`config.mk`:
```
export PLATFORM = sky130hd
export DESIGN_NAME = serial_word_comparator
export DESIGN_NICKNAME = d
export VERILOG_FILES = /design/src/rtl/cmp_pkg.sv /design/src/rtl/nibble_mag_cmp.sv /design/src/rtl/serial_word_comparator.sv
export SDC_FILE = /design/constraint.sdc
export NUM_CORES = 1
export LEC_CHECK = 0
export CAP_MARGIN = 25
export CORE_ASPECT_RATIO = 1.5
export CORE_MARGIN = 4
export CORE_UTILIZATION = 54
export DETAILED_ROUTE_END_ITERATION = 10
export GPL_TIMING_DRIVEN = 0
export PLACE_DENSITY = 0.8
export SLEW_MARGIN = 20
export SYNTH_ARGS = -nofsm -noshare
export SYNTH_HDL_FRONTEND = slang
export SYNTH_SLANG_ARGS = --single-unit
```
`constraint.sdc`:
```
create_clock -name clk -period 4.95 [get_ports clk]
set_clock_uncertainty 0.15 [all_clocks]
set_input_delay 0.99 -clock clk [delete_from_list [all_inputs] [get_ports clk]]
set_output_delay 0.99 -clock clk [all_outputs]
set_load 0.005 [all_outputs]
```
`src/rtl/cmp_pkg.sv`:
```
`default_nettype none
// ============================================================================
//  Module   : cmp_pkg
//  Purpose  : Shared constants for the serial word comparator:
//             the FSM state encoding and the slice (nibble) width.
//  Ports    : none (package)
//  Revision : 1.0  initial release
// ============================================================================
package cmp_pkg;

  // Width of one magnitude slice.
  localparam int NIBBLE_W = 4;

  // FSM state encoding.
  localparam logic [1:0] S_IDLE = 2'd0;
  localparam logic [1:0] S_RUN  = 2'd1;
  localparam logic [1:0] S_DONE = 2'd2;

endpackage : cmp_pkg
`default_nettype wire

```
`src/rtl/nibble_mag_cmp.sv`:
```
`default_nettype none
// ============================================================================
//  Module   : nibble_mag_cmp
//  Purpose  : Combinational unsigned magnitude compare of one nibble.
//  Ports    : a, b   in  NIBBLE_W  operand slices
//             gt     out 1         a >  b
//             eq     out 1         a == b
//             lt     out 1         a <  b
//  Revision : 1.0  initial release
// ============================================================================
module nibble_mag_cmp
  import cmp_pkg::*;
(
  input  logic [NIBBLE_W-1:0] a,
  input  logic [NIBBLE_W-1:0] b,
  output logic                gt,
  output logic                eq,
  output logic                lt
);

  assign gt = (a >  b);
  assign eq = (a == b);
  assign lt = (a <  b);

endmodule : nibble_mag_cmp
`default_nettype wire

```
`src/rtl/serial_word_comparator.sv`:
```
`default_nettype none
// ============================================================================
//  Module   : serial_word_comparator
//  Purpose  : Compares two WIDTH-bit unsigned operands one nibble per cycle,
//             most significant nibble first, stopping at the first unequal
//             nibble. A single 4-bit slice is time-shared across the word.
//  Ports    : clk           in   1      rising-edge clock
//             rst_n         in   1      asynchronous active-low reset
//             start_valid   in   1      a_in/b_in valid
//             start_ready   out  1      block can accept operands
//             a_in, b_in    in   WIDTH  unsigned operands
//             result_valid  out  1      result flags valid
//             result_ready  in   1      consumer accepts result
//             a_greater     out  1      A >  B
//             a_equal       out  1      A == B
//             a_less        out  1      A <  B
//             nibbles_used  out  CW     nibbles examined (1..NIB)
//  Revision : 1.0  initial release
// ============================================================================
module serial_word_comparator
  import cmp_pkg::*;
#(
  parameter  int WIDTH = 16,
  localparam int NIB   = WIDTH / NIBBLE_W,
  localparam int CW    = $clog2(NIB + 1)
) (
  input  logic             clk,
  input  logic             rst_n,
  input  logic             start_valid,
  output logic             start_ready,
  input  logic [WIDTH-1:0] a_in,
  input  logic [WIDTH-1:0] b_in,
  output logic             result_valid,
  input  logic             result_ready,
  output logic             a_greater,
  output logic             a_equal,
  output logic             a_less,
  output logic [CW-1:0]    nibbles_used
);

  // Nibble index width; NIB >= 2 so this is at least 1.
  localparam int IW = $clog2(NIB);

  logic [1:0]          state_q, state_d;
  logic [WIDTH-1:0]    a_q, a_d;
  logic [WIDTH-1:0]    b_q, b_d;
  logic [IW-1:0]       idx_q, idx_d;
  logic [CW-1:0]       cnt_q, cnt_d;
  logic                gt_q, gt_d;
  logic                eq_q, eq_d;
  logic                lt_q, lt_d;
  logic [CW-1:0]       used_q, used_d;

  logic [NIBBLE_W-1:0] nib_a;
  logic [NIBBLE_W-1:0] nib_b;
  logic                slice_gt;
  logic                slice_eq;
  logic                slice_lt;

  // The single shared slice sees the nibble currently selected by idx.
  assign nib_a = a_q[idx_q*NIBBLE_W +: NIBBLE_W];
  assign nib_b = b_q[idx_q*NIBBLE_W +: NIBBLE_W];

  nibble_mag_cmp u_slice (
    .a  (nib_a),
    .b  (nib_b),
    .gt (slice_gt),
    .eq (slice_eq),
    .lt (slice_lt)
  );

  always_comb begin
    state_d = state_q;
    a_d     = a_q;
    b_d     = b_q;
    idx_d   = idx_q;
    cnt_d   = cnt_q;
    gt_d    = gt_q;
    eq_d    = eq_q;
    lt_d    = lt_q;
    used_d  = used_q;

    case (state_q)
      S_IDLE: begin
        // start_ready is high throughout IDLE, so start_valid alone accepts.
        if (start_valid) begin
          a_d     = a_in;
          b_d     = b_in;
          idx_d   = IW'(NIB - 1);
          cnt_d   = '0;
          state_d = S_RUN;
        end
      end

      S_RUN: begin
        cnt_d = cnt_q + CW'(1);
        if (slice_gt || slice_lt) begin
          // First differing nibble decides the whole word.
          gt_d    = slice_gt;
          lt_d    = slice_lt;
          eq_d    = 1'b0;
          used_d  = cnt_q + CW'(1);
          state_d = S_DONE;
        end else if (slice_eq && (idx_q == '0)) begin
          gt_d    = 1'b0;
          lt_d    = 1'b0;
          eq_d    = 1'b1;
          used_d  = CW'(NIB);
          state_d = S_DONE;
        end else begin
          idx_d = idx_q - IW'(1);
        end
      end

      S_DONE: begin
        if (result_ready) begin
          state_d = S_IDLE;
        end
      end

      default: begin
        state_d = S_IDLE;
      end
    endcase
  end

  always_ff @(posedge clk or negedge rst_n) begin
    if (!rst_n) begin
      state_q <= S_IDLE;
      a_q     <= '0;
      b_q     <= '0;
      idx_q   <= '0;
      cnt_q   <= '0;
      gt_q    <= 1'b0;
      eq_q    <= 1'b0;
      lt_q    <= 1'b0;
      used_q  <= '0;
    end else begin
      state_q <= state_d;
      a_q     <= a_d;
      b_q     <= b_d;
      idx_q   <= idx_d;
      cnt_q   <= cnt_d;
      gt_q    <= gt_d;
      eq_q    <= eq_d;
      lt_q    <= lt_d;
      used_q  <= used_d;
    end
  end

  // Handshake outputs decode directly from the registered state.
  assign start_ready  = (state_q == S_IDLE);
  assign result_valid = (state_q == S_DONE);
  assign a_greater    = gt_q;
  assign a_equal      = eq_q;
  assign a_less       = lt_q;
  assign nibbles_used = used_q;

endmodule : serial_word_comparator
`default_nettype wire

```
== Word-level counts from Yosys, hierarchy flattened ==
Cells that the tools add are included.
Storage, ports and cells
  register bits: 45
  bits of input ports: 36
  output and inout port bits: 8
  logic and storage cells: 52
Operators by class
  $add $sub $neg: 2
  $lt $le $gt $ge: 2
  equal/unequal tests: 8
  shift-type cells: 2
  mux-type cells: 18
  reductions and logical operators: 11
Operators with widths (number)
  16-bit by 5-bit variable part select with 4-bit output: 2
  2-bit two-way mux: 7
  3-bit two-way mux: 3
  2-bit != test, second input constant: 3
  2-bit one-hot mux with 3 select lines: 1
  3-bit one-hot mux with 2 select lines: 1
  2-bit AND reduction: 3
  1-bit two-way mux: 5
  4-bit equality test: 1
  4-bit > comparator: 1
  2-bit logical NOT: 2
  4-bit < comparator: 1
  2-bit one-hot mux with 2 select lines: 1
  4-bit AND reduction: 1
  2-bit nonzero test: 2
  3-bit by 1-bit adder with 3-bit output, second input constant: 1
  3-bit != test, second input constant: 1
  3-bit AND reduction: 1
  2-bit by 1-bit equality test with 1-bit output, second input constant: 1
  2-bit equality test, second input constant: 1
  2-bit by 1-bit != test with 1-bit output, second input constant: 1
  2-bit by 1-bit subtractor with 2-bit output, second input constant: 1
  1-bit logical AND: 1
  1-bit logical OR: 1

== Longest topological paths before layout ==
  word-level depth: 6
  depth in mapped cells: 8
  mapped depth without buffers: 7

== Hierarchy ==
Synthesis repeated with hierarchy kept, for this count alone.
Second synthesis, totals
  cells, all modules: 149
  area, all modules: 2283.4 µm²
By module, submodules not included
  serial_word_comparator: instances 1, cells an instance 133, area an instance 2154.6 µm², sequential area each 1126.1 µm²
  nibble_mag_cmp: instances 1, cells an instance 16, area an instance 128.9 µm², sequential area each 0.0 µm²

== Least setup slack after synthesis ==
OpenSTA, ideal clock, no wires.
  path kind: reg2reg
  from: register idx_q[0]
  to: register used_q[0], in the netlist nibbles_used[0]
  setup time: 0.121 ns
  arrival: 2.319 ns
  data required time: 4.679 ns
  path slack: 2.360 ns
  stages on the path, launching flop included: 8
  buffers on the path: 1
  clock period less this slack: 2.590 ns
  cell sequence: dfrtp_1 -> buf_2 -> mux4_2 -> ha_1 -> a211oi_2 -> and2_4 -> o31ai_4 -> a22o_1
On the way
  longest elaborated chain between the ends: 5
  elaborated cells on any way between the ends: 11
  those cells by class: order compare (2); eq/ne (1); shift (2); mux (1); reduce/logical (5)
RTL lines
  start, declared: line serial_word_comparator.sv:47  | logic [IW-1:0] idx_q, idx_d;
  start signal, assigned: line serial_word_comparator.sv:142  | idx_q <= idx_d;
  16-bit by 5-bit variable part select with 4-bit output, on equally long branches: line serial_word_comparator.sv:61, serial_word_comparator.sv:62
  4-bit > comparator, or another cell as far along: line nibble_mag_cmp.sv:21  | assign gt = (a > b);
  1-bit logical OR or 1-bit logical AND (tied branches): line serial_word_comparator.sv:97, serial_word_comparator.sv:104
  2-bit nonzero test (no source line)
  2-bit AND reduction (no source line)
  end signal, assigned: line serial_word_comparator.sv:147  | used_q <= used_d;
  end, declared: line serial_word_comparator.sv:52  | logic [CW-1:0] used_q, used_d;
Several ways; a longest one is shown, not always the timed one.
A chain may end at the register's enable or synchronous reset.

== Worst setup path after layout ==
  from: register idx_q[0]
  to: register lt_q, in the netlist a_less
On the way
  longest elaborated chain between the ends: 5
  elaborated cells on any way between the ends: 11
  those cells by class: order compare (2); eq/ne (1); shift (2); mux (1); reduce/logical (5)
RTL lines
  16-bit by 5-bit variable part select with 4-bit output, on equally long branches: line serial_word_comparator.sv:61, serial_word_comparator.sv:62
  4-bit > comparator, or another cell as far along: line nibble_mag_cmp.sv:21
  1-bit logical OR or 1-bit logical AND (tied branches): line serial_word_comparator.sv:97, serial_word_comparator.sv:104
  2-bit nonzero test (no source line)
  2-bit AND reduction (no source line)
  end signal, assigned: line serial_word_comparator.sv:146  | lt_q <= lt_d;
  end, declared: line serial_word_comparator.sv:51  | logic lt_q, lt_d;
Several ways; a longest one is shown, not always the timed one.

==> results.json <==
{
  "fin_cells": 245,
  "async_reset_ff_share_pct": 100,
  "detail-route-antenna-nets": 0,
  "cp_slowest_stage_delay_ns": 0.57,
  "grt_pass1_vias": 1589,
  "pwr-share-clk_pct": 16.3,
  "tightest_slew_ns": 0.422,
  "ctsHtreeMaxLevel": 2,
  "io_buffers": 43,
  "drive_above_1_share_pct": 30.7,
  "setup_ws_ns": 2.15,
  "cp_max_fo": 10,
  "synth_cell_types": 25,
  "synth_top_area_share_pct": 53.2,
  "gp_congestion": 0.782,
  "synth_common_cells": "dfrtp_1, mux2_2, inv_1, mux4_2, o21ai_0",
  "critPathLaunchType": "flop",
  "finalSetupViolations": 0,
  "clk_latency_ns": 0.30,
  "place_ws_ns": 2.15,
  "grt_pass1_wl_um": 7180,
  "synth-seq-cells": 45,
  "firstDrtPassIters": 4,
  "area_growth_pct": 29.1,
  "postCtsSetupBuffers": 0,
  "hold_violations": 0,
  "leakage_nw": 1.18,
  "dieArea_um2": 5010,
  "syn_area_per_cell_um2": 14.1,
  "initial_utilization_pct": 57.0,
  "drc": 0,
  "crit_path_top_delay_cell": "mux4_2",
  "rsz0062_at_grt": "false",
  "fin_crit_ns": 2.80,
  "crit_chain": "buf_2 > mux4_2 > ha_1 > a211oi_2 > and2_4 > o31ai_4 > a22o_1",
  "power_mw": 1.74,
  "num_rows": 27,
  "io_pins": 44,
  "ys_seq_area_share_pct": 53.2,
  "tns_ns": 0,
  "cts_tree": "yes",
  "grt_max_degree": 29,
  "fillers": 265,
  "die_h_um": 84.7,
  "powerDensity_nw_per_um2": 635,
  "crit_path_end_kind": "flop",
  "postCtsHoldBufs": 0,
  "nets": 243,
  "critPathRequiredTime_ns": 4.99,
  "diodes": 0,
  "max_freq_mhz": 357,
  "switching_power_uw": 574,
  "synth_area_leader_cell": "dfrtp_1",
  "root_buffer": "clkbuf_8",
  "yosysMostFrequentCell": "dfrtp_1",
  "min_period_over_period_pct": 56.6,
  "yosysWarnings": 0,
  "cts_inserted_buffers": 5,
  "status": "completed",
  "wl_per_cell_um": 17.3,
  "grt_remaining_overflow": 0,
  "dp_hpwl_um": 3360,
  "synth_enable_flop_cells": 0,
  "synthFlopType": "dfrtp_1",
  "cts_resized": 0,
  "drt_iter0_drc": 48,
  "maxSlewViolCount": 0,
  "max_cap_viol_count": 0,
  "syn_inst": 150,
  "antenna_found_initial": 0,
  "avgViaCountPerCell": 5.66,
  "grtUsageTotal_pct": 19.3,
  "hold_ws_ns": 0.358,
  "syn_nets": 192,
  "max-clock-path-buffers": 2,
  "combPwrFrac_pct": 47.1,
  "clkTransAtPathRegs_ns": 0.08,
  "synth.cell_area_um2": 2120,
  "dp_cells": 237,
  "slew_headroom_pct": 71.9,
  "seqPwrFrac_pct": 36.6,
  "hold_class": "reg -> reg",
  "synth_area_leaders": "dfrtp_1, mux2_2, mux4_2",
  "p_int_mw": 1.16,
  "cts_sinks": 45,
  "core_area_um2": 3720,
  "arrival_ns": 2.84,
  "finalWirelength_um": 4240,
  "die_w_um": 59.1,
  "swShare_pct": 33.0,
  "vias": 1387,
  "critical_path_class": "reg -> reg",
  "irDropWorstVdd_mv": 0.455
}
worst max-delay path: cells and delay by family, from the launching register on:
| family | cells | cell delay, ns |
|---|---|---|
| compound gates | 3 | 0.70 |
| mux | 1 | 0.57 |
| fa+ha+maj | 1 | 0.38 |
| flops | 1 | 0.37 |
| buf+inv | 1 | 0.31 |
| simple gates | 1 | 0.22 |
final timing paths:
check	startpoint	to	slack (ns)	cells past startpoint
min reg2reg	b_q[9]	b_q[9]	0.36	1
max in group asynchronous	rst_n	b_q[10]	3.70	2
max reg2reg	idx_q[0]	a_less	2.15	7
max	idx_q[0]	a_less	2.15	7
min in group asynchronous	rst_n	a_q[3]	0.47	1
min	b_q[9]	b_q[9]	0.36	1
routing by layer:
| layer | part of all wire, % | up-vias | track usage (%) |
|---|---|---|---|
| met2 | 55 | 39 | 33.2 |
| met1 | 37 | 696 | 21.5 |
| met4 | 2.5 | 0 | 7.84 |
| met3 | 4.9 | 11 | 5.85 |
| met5 | 0 | - | 0 |
| li1 | - | 641 | - |
cell usage in the layout, fill, tap and decap left out, types with 2 or more instances in the layout:
master / count
buf_2: 4
inv_1: 9
o21ai_0: 7
clkdlybuf4s50_1: 42
nand2b_1: 3
nor2b_1: 2
nand2_1: 5
clkbuf_8: 6
nor3_1: 2
mux2_2: 32
buf_4: 4
nor2_1: 6
mux4_2: 8
a21oi_1: 5
ha_1: 6
a22o_1: 3
dfrtp_1: 45
cell families (layout without fill, tap and decap cells):
group	after synthesis	in the layout	synth area share [%]
AOI/OAI and AO/OA	20	20	7.68
xor gates and xnor gates	1	1	0.414
adders and majority gates	6	6	3.54
buffers and inverters	16	68	3.72
DFF	45	45	53.2
muxes	40	40	25.5
and+or+nand+nor	22	22	5.97
layout make-up:
cell class | count | area, um2 | area share (%)
Multi-Input combinational cell | 89 | 913 | 33.4
Sequential cell | 45 | 1130 | 41.2
Buffer | 7 | 45.0 | 1.65
Clock inverter | 1 | 30.0 | 1.10
Timing Repair Buffer | 44 | 445 | 16.3
Inverter | 9 | 33.8 | 1.24
Clock buffer | 7 | 86.3 | 3.16
Tap cell | 43 | 53.8 | 1.97
registers in the layout, summed over array words and instances, names as in the netlist:
register and count:
a_equal 1, a_greater 1, a_less 1, a_q 16, b_q 16, cnt_q 3
idx_q 2, nibbles_used 3, state_q 2
power by group through the flow:
| stage | Clock [mW] | Sequential [mW] | Combinational [mW] |
|---|---|---|---|
| final | 0.283 | 0.636 | 0.817 |
| after CTS | 0.291 | 0.638 | 0.830 |
| after global routing | 0.306 | 0.658 | 0.900 |
| after detailed placement | 0 | 0.648 | 0.820 |
| after global placement | 0 | 0.629 | 0.786 |
| after floorplan | 0 | 0.613 | 0.622 |
through the flow:
stage                     instance area [um2]  util [%]
final                                    2730      73.6
after global routing                     2730      73.6
after CTS                                2730      73.6
after detailed placement                 2620      70.4
after global placement                   2600      70.0
after floorplan                          2120         -
Power figures use the tool's default switching activity.
